## config.mk

```make
export PLATFORM = sky130hd
export DESIGN_NAME = prog_loader
export DESIGN_NICKNAME = d
export VERILOG_FILES = /design/src/rtl/nic8_pkg.sv /design/src/rtl/prog_loader.sv
export SDC_FILE = /design/constraint.sdc
export NUM_CORES = 1
export LEC_CHECK = 0
export ABC_AREA = 1
export ABC_CLOCK_PERIOD_IN_PS = 2200
export BUFFER_PORTS_ARGS = -buffer_cell sky130_fd_sc_hd__buf_2
export CAP_MARGIN = 0
export CORE_UTILIZATION = 55
export DETAILED_ROUTE_END_ITERATION = 16
export PLACE_DENSITY = 0.72
export SYNTH_ARGS = -nofsm -noshare
export SYNTH_HDL_FRONTEND = slang
export SYNTH_SLANG_ARGS = --single-unit
```

## constraint.sdc

```tcl
create_clock -name clk -period 2.2 [get_ports clk]
set_input_delay 0.44 -clock clk [delete_from_list [all_inputs] [get_ports clk]]
set_output_delay 0.44 -clock clk [all_outputs]
set_load 0.005 [all_outputs]
```

## src/rtl/nic8_pkg.sv

```systemverilog
// Shared definitions for the program loader.
//   ld_state_e         : loader FSM states (wait for length, payload, checksum, run, error)
//   LEN_ZERO_MEANS_256 : a length header of 0 announces a 256-byte payload
//   frame_len()        : decodes a length header into a payload byte count
package nic8_pkg;

  typedef enum logic [2:0] {
    StWaitLen,
    StData,
    StCheck,
    StRun,
    StError
  } ld_state_e;

  localparam bit LEN_ZERO_MEANS_256 = 1'b1;

  function automatic logic [8:0] frame_len(input logic [7:0] hdr);
    if (LEN_ZERO_MEANS_256 && (hdr == 8'd0)) begin
      return 9'd256;
    end
    return {1'b0, hdr};
  endfunction

endpackage

```

## src/rtl/prog_loader.sv

```systemverilog
// Byte-stream program loader: writer side of the CPU program memory.
// Receives frames of {length, payload..., checksum} over a valid/ready stream,
// writes each payload byte to memory one cycle after it is accepted, and keeps
// the CPU held in reset until a frame with a matching 8-bit sum has been loaded.
//   clk, reset         : clock, synchronous active-high reset
//   in_data/in_valid   : stream byte and its valid
//   in_ready           : high whenever reset is low (no backpressure)
//   wr_en/wr_addr/wr_data : program memory write port (registered)
//   cpu_hold           : ORed into the CPU reset
//   load_done/load_err : result of the most recent frame
module prog_loader
  import nic8_pkg::*;
#(
  parameter int unsigned ADDR_W     = 8,
  parameter int unsigned START_ADDR = 0
) (
  input  logic              clk,
  input  logic              reset,
  input  logic [7:0]        in_data,
  input  logic              in_valid,
  output logic              in_ready,
  output logic              wr_en,
  output logic [ADDR_W-1:0] wr_addr,
  output logic [7:0]        wr_data,
  output logic              cpu_hold,
  output logic              load_done,
  output logic              load_err
);

  localparam logic [ADDR_W-1:0] StartAddr = ADDR_W'(START_ADDR);

  ld_state_e         state_q, state_d;
  logic [8:0]        rem_q, rem_d;
  logic [ADDR_W-1:0] idx_q, idx_d;
  logic [7:0]        sum_q, sum_d;
  logic              hold_q, hold_d;
  logic              done_q, done_d;
  logic              err_q, err_d;
  logic              wr_en_q, wr_en_d;
  logic [ADDR_W-1:0] wr_addr_q, wr_addr_d;
  logic [7:0]        wr_data_q, wr_data_d;
  logic              accept;

  assign in_ready = !reset;
  assign accept   = in_valid && in_ready;

  always_comb begin
    state_d   = state_q;
    rem_d     = rem_q;
    idx_d     = idx_q;
    sum_d     = sum_q;
    hold_d    = hold_q;
    done_d    = done_q;
    err_d     = err_q;
    wr_en_d   = 1'b0;
    wr_addr_d = wr_addr_q;
    wr_data_d = wr_data_q;
    if (accept) begin
      case (state_q)
        // Idle, running and failed states all treat a byte as a fresh length header.
        StWaitLen, StRun, StError: begin
          rem_d   = frame_len(in_data);
          sum_d   = 8'd0;
          idx_d   = '0;
          done_d  = 1'b0;
          err_d   = 1'b0;
          hold_d  = 1'b1;
          state_d = StData;
        end
        StData: begin
          wr_en_d   = 1'b1;
          wr_addr_d = StartAddr + idx_q;
          wr_data_d = in_data;
          sum_d     = sum_q + in_data;
          idx_d     = idx_q + ADDR_W'(1);
          rem_d     = rem_q - 9'd1;
          if (rem_q == 9'd1) begin
            state_d = StCheck;
          end
        end
        StCheck: begin
          if (in_data == sum_q) begin
            state_d = StRun;
            done_d  = 1'b1;
            hold_d  = 1'b0;
          end else begin
            state_d = StError;
            err_d   = 1'b1;
          end
        end
        default: state_d = StWaitLen;
      endcase
    end
  end

  always_ff @(posedge clk) begin
    if (reset) begin
      state_q   <= StWaitLen;
      rem_q     <= 9'd0;
      idx_q     <= '0;
      sum_q     <= 8'd0;
      hold_q    <= 1'b1;
      done_q    <= 1'b0;
      err_q     <= 1'b0;
      wr_en_q   <= 1'b0;
      wr_addr_q <= StartAddr;
      wr_data_q <= 8'd0;
    end else begin
      state_q   <= state_d;
      rem_q     <= rem_d;
      idx_q     <= idx_d;
      sum_q     <= sum_d;
      hold_q    <= hold_d;
      done_q    <= done_d;
      err_q     <= err_d;
      wr_en_q   <= wr_en_d;
      wr_addr_q <= wr_addr_d;
      wr_data_q <= wr_data_d;
    end
  end

  assign wr_en     = wr_en_q;
  assign wr_addr   = wr_addr_q;
  assign wr_data   = wr_data_q;
  assign cpu_hold  = hold_q;
  assign load_done = done_q;
  assign load_err  = err_q;

endmodule

```

### Word level (Yosys, flattened, before mapping)

Cells that the tools add are included.

| word-level totals | value |
|---|---|
| register bits after elaboration | 48 |
| bits of input ports | 11 |
| output and inout bits | 21 |
| word-level logic and storage cells | 54 |

| cells by class | value |
|---|---|
| add/sub/neg operators | 3 |
| equality and inequality tests | 9 |
| mux-type cells | 18 |
| bitwise logic cells | 1 |
| reduce and logical (&&, ||, !) cells | 13 |

Operator list:

| operator | count |
|---|---|
| $pmux 8 s2 | 2 |
| $mux 9 | 2 |
| $pmux 9 s2 | 1 |
| $eq 9x1->1 const B | 1 |
| $pmux 3 s3 | 1 |
| $sub 9x1->9 const B | 1 |
| $add 8x1->8 const B | 1 |
| $add 8x8->8 | 1 |
| $eq 8x8->1 | 1 |
| $logic_not 8->1 | 1 |
| $mux 1 | 7 |
| $eq 3x2->1 const B | 2 |
| $mux 3 | 2 |
| $ne 2x2->1 const B | 3 |
| $pmux 1 s2 | 3 |
| $reduce_and 2->1 | 3 |
| $reduce_and 3->1 | 2 |
| $reduce_bool 2->1 | 2 |
| $eq 3x1->1 const B | 1 |
| $eq 3x3->1 const B | 1 |
| $logic_not 3->1 | 1 |
| $reduce_or 3->1 | 1 |
| $reduce_or 2->1 | 1 |
| $logic_and 1x1->1 | 1 |
| 2 further kinds | 2 |

### Longest topological paths before layout

| logic depth | value |
|---|---|
| depth in word-level cells | 6 |
| gate-level depth with buffers | 10 |
| depth with buffers taken out | 9 |

### Worst setup path after synthesis

Ideal clock, no wire load.

| timing path | value |
|---|---|
| path type | input -> register |
| from | in in_data[3] |
| to | reg hold_q, in the netlist cpu_hold |
| arrival time | 1.384 ns |
| path slack | 0.681 ns |
| stages on the path | 9 |
| cell sequence | ha_1 > nor2_1 > nand2_1 > nor2_1 > nand2_1 > nand2_1 > nand2_1 > nand2_1 > nand3_1 |

| on the way | value |
|---|---|
| word-level cells in the longest chain between the ends | 3 |

RTL lines:

| item | line | source |
|---|---|---|
| start, declared | prog_loader.sv:19 | `input logic [7:0] in_data,` |
| $eq 8x8->1 | prog_loader.sv:82 | `if (in_data == sum_q) begin` |
| $ne 2x2->1 (no source line) | - |  |
| $reduce_and 3->1 (no source line) | - |  |
| end signal, assigned | prog_loader.sv:113 | `hold_q <= hold_d;` |
| end, declared | prog_loader.sv:36 | `logic hold_q, hold_d;` |

No other way between the ends.
A chain may end at the register's enable or synchronous reset.

### Final worst setup path

| timing path | value |
|---|---|
| from | reg sum_q[3] |
| to | reg done_q, in the netlist load_done |

| on the way | value |
|---|---|
| word-level cells in the longest chain between the ends | 3 |

RTL lines:

| item | line | source |
|---|---|---|
| start, declared | prog_loader.sv:35 | `logic [7:0] sum_q, sum_d;` |
| start signal, assigned | prog_loader.sv:112 | `sum_q <= sum_d;` |
| $eq 8x8->1 | prog_loader.sv:82 |  |
| $ne 2x2->1 (no source line) | - |  |
| $reduce_and 3->1 (no source line) | - |  |
| end signal, assigned | prog_loader.sv:114 | `done_q <= done_d;` |
| end, declared | prog_loader.sv:37 | `logic done_q, done_d;` |

No other way between the ends.

==> out/results.txt <==
status = finished clean
die width = 69.8 µm
CTS root buf = clkbuf_8
synth top area cells = dfxtp_1 (38%), nand2_1 (12%), nand3_1 (7.3%), inv_1 (6.1%), a21oi_1 (5.1%)
synth cell count leaders = nand2_1 (83), dfxtp_1 (48), inv_1 (41)
antenna cells = 0
Port Buffers = 31
final period utilization = 0.726
sequential power share = 0.531
Via Count = 2247
syn_nets = 369
initial antenna violation count = 0
post-synthesis cell type count = 32
Pint = 0.00123 W
largest net degree at the start of global routing = 31
share of the synthesized area in the top cell type = 0.380
starting density of the core = 0.577
worst skew pair latency = 310 ps
clock share of power = 0.332
setup_tns = 0 ps
core area = 4380 µm²
switching power = 0.000484 W
Post-DP HPWL = 3940 µm
Crit path required time = 2410 ps
RSZ-0062 raised after global routing = no
gr ovfl total = 0
CP Class = reg -> reg
min Tclk post-route = 1600 ps
drt total wl = 5420 µm
WL/cell = 12.6 µm
Primary FF master, synth = dfxtp_1
fmax = 626 MHz
Residual DRC = 0
vias per cell = 5.23
storage element area = 961 µm²
Synth Cell Area = 2530 µm²
number of global-route vias before repair = 2050
critical path data arrival time = 1800 ps
switch share = 0.283
worst vdd ir = 0.389 mV
CTS tree = built
Synth warnings = 0
clk sinks = 48
Post-DP Area = 2680 µm²
clk buf depth = 2
max_cap viols = 0
Comb power frac = 0.137
Post-CTS Setup Inserts = 0
Worst Setup Start Kind = flip-flop
Num CTS Buffers = 5
Area Overhead vs Synth = 9.84%
post-CTS sizing = 0
Slew @ Worst Pin = 467 ps
antenna viol nets, final = 0
Slew Viols, Final = 0
Leakage = 1.27 nW
# setup viols final = 0
nature of the critical path endpoint = flip-flop
GRT Util Overall = 0.241
first-pass GRT wire length = 9330 µm
synthesized flop and latch total = 48
share of layout cells above drive strength 1 = 0.175
Fillers = 407
I/O Pins = 32
die area = 4880 µm²
clock-pin slew on the worst setup and hold paths = 90 ps
area of the multi-input gates = 1290 µm²
final core occ = 0.634
worst hold path type = in -> reg
syn_area_per_cell = 7.29 µm²
Placer Congestion = 0.855
slew margin rel. = 0.688
Mapped Cells = 347
ys async rst share = 0
final hold violations = 0
largest area contributor in the netlist = dfxtp_1
die height = 69.8 µm
Final nets = 399
Worst Clk Skew = 6.98 ps
critical path peak fanout = 6
1st-iter DRT viols = 138
count leader, synth = nand2_1
CTS Hold Buffers Added = 0
Core Rows = 24
EDFF count, synth = 0
H-tree depth = 2
post-route design area = 2780 µm²
register area share after synthesis = 0.380
PD cells = 616 nW/µm²
Pre-Repair DR Iteration Count = 4
==> per-layer routing <==
metal	GRT usage	share of wire	vias up
li1	-	-	1195
met1	0.330	0.49	1003
met2	0.384	0.46	41
met3	0.0407	0.034	8
met4	0.0822	0.017	0
met5	0	0	-
==> power by group through the flow <==
| stage | logic [W] | registers (W) | clock network, W |
|---|---|---|---|
| after floorplan | 0.000177 | 0.000928 | 0 |
| after global placement | 0.000233 | 0.000930 | 0 |
| after detailed placement | 0.000233 | 0.000931 | 0 |
| after CTS | 0.000235 | 0.000910 | 0.000584 |
| after global routing | 0.000267 | 0.000914 | 0.000606 |
| final | 0.000234 | 0.000910 | 0.000570 |
==> logic make-up after synthesis <==
logic type                 Yosys count  share of synthesized area
and+or+nand+nor                    163                      0.305
AOI/OAI and AO/OA                   63                      0.135
buffers and inverters               58                      0.109
DFF                                 48                      0.380
adders and majority gates           11                     0.0573
xor gates and xnor gates             4                     0.0138
==> sequential cells by signal, summed over array words and instances, names as in the netlist <==
register / count
rem_q: 9
sum_q: 8
wr_data: 8
state_q: 3
load_err: 1
wr_addr: 8
wr_en: 1
load_done: 1
idx_q: 8
cpu_hold: 1
==> path summary, 6_finish.rpt <==
| kind | slack (ps) | from | cells after the start | end |
|---|---|---|---|---|
| max | 600 | sum_q[3]$_SDFFE_PP0P_ | 9 | load_done$_SDFFE_PP0P_ |
| min | 420 | in_data[3] | 3 | rem_q[3]$_SDFFE_PP0P_ |
| max reg2reg | 600 | sum_q[3]$_SDFFE_PP0P_ | 9 | load_done$_SDFFE_PP0P_ |
| min reg2reg | 460 | cpu_hold$_SDFFE_PP1P_ | 2 | cpu_hold$_SDFFE_PP1P_ |
==> worst max-delay path: stages, from the launching register on <==
cell and delay, ps:
dfxtp_1 330, ha_1 350, nor2_1 130, nand2_1 60
nor2_1 200, nand2_1 110, nand2_1 70, nand2_1 100
nand3_1 90, o21ai_1 60
==> cell type report <==
type,instances,area share
Clock buffer,6,0.0297
Clock inverter,2,0.00495
Inverter,46,0.0639
Multi-Input combinational cell,241,0.466
Sequential cell,48,0.346
Tap cell,52,0.0234
Timing Repair Buffer,35,0.0666
==> metrics by stage <==
stage               setup slack [ps]  hold slack (ps)  power (W)  std cells
floorplan                        681              442    0.00111        347
global placement                 383              447    0.00116        422
detailed placement               359              437    0.00116        422
CTS                              622              418    0.00173        430
global route                     412              461    0.00179        430
finish                           602              422    0.00171        430
==> placed cells by master (no fill, tap or decap), drive strengths merged <==
cell	n
a211oi	1
a21oi	28
a31oi	4
buf	35
clkbuf	6
clkinv	1
dfxtp	48
fa	1
ha	10
inv	47
nand2	89
nand3	40
nand4	6
nor2	21
nor3	5
nor3b	2
o21ai	29
o221ai	1
xnor2	1
xor2	3
No activity file was read; power rests on OpenSTA's default activity.
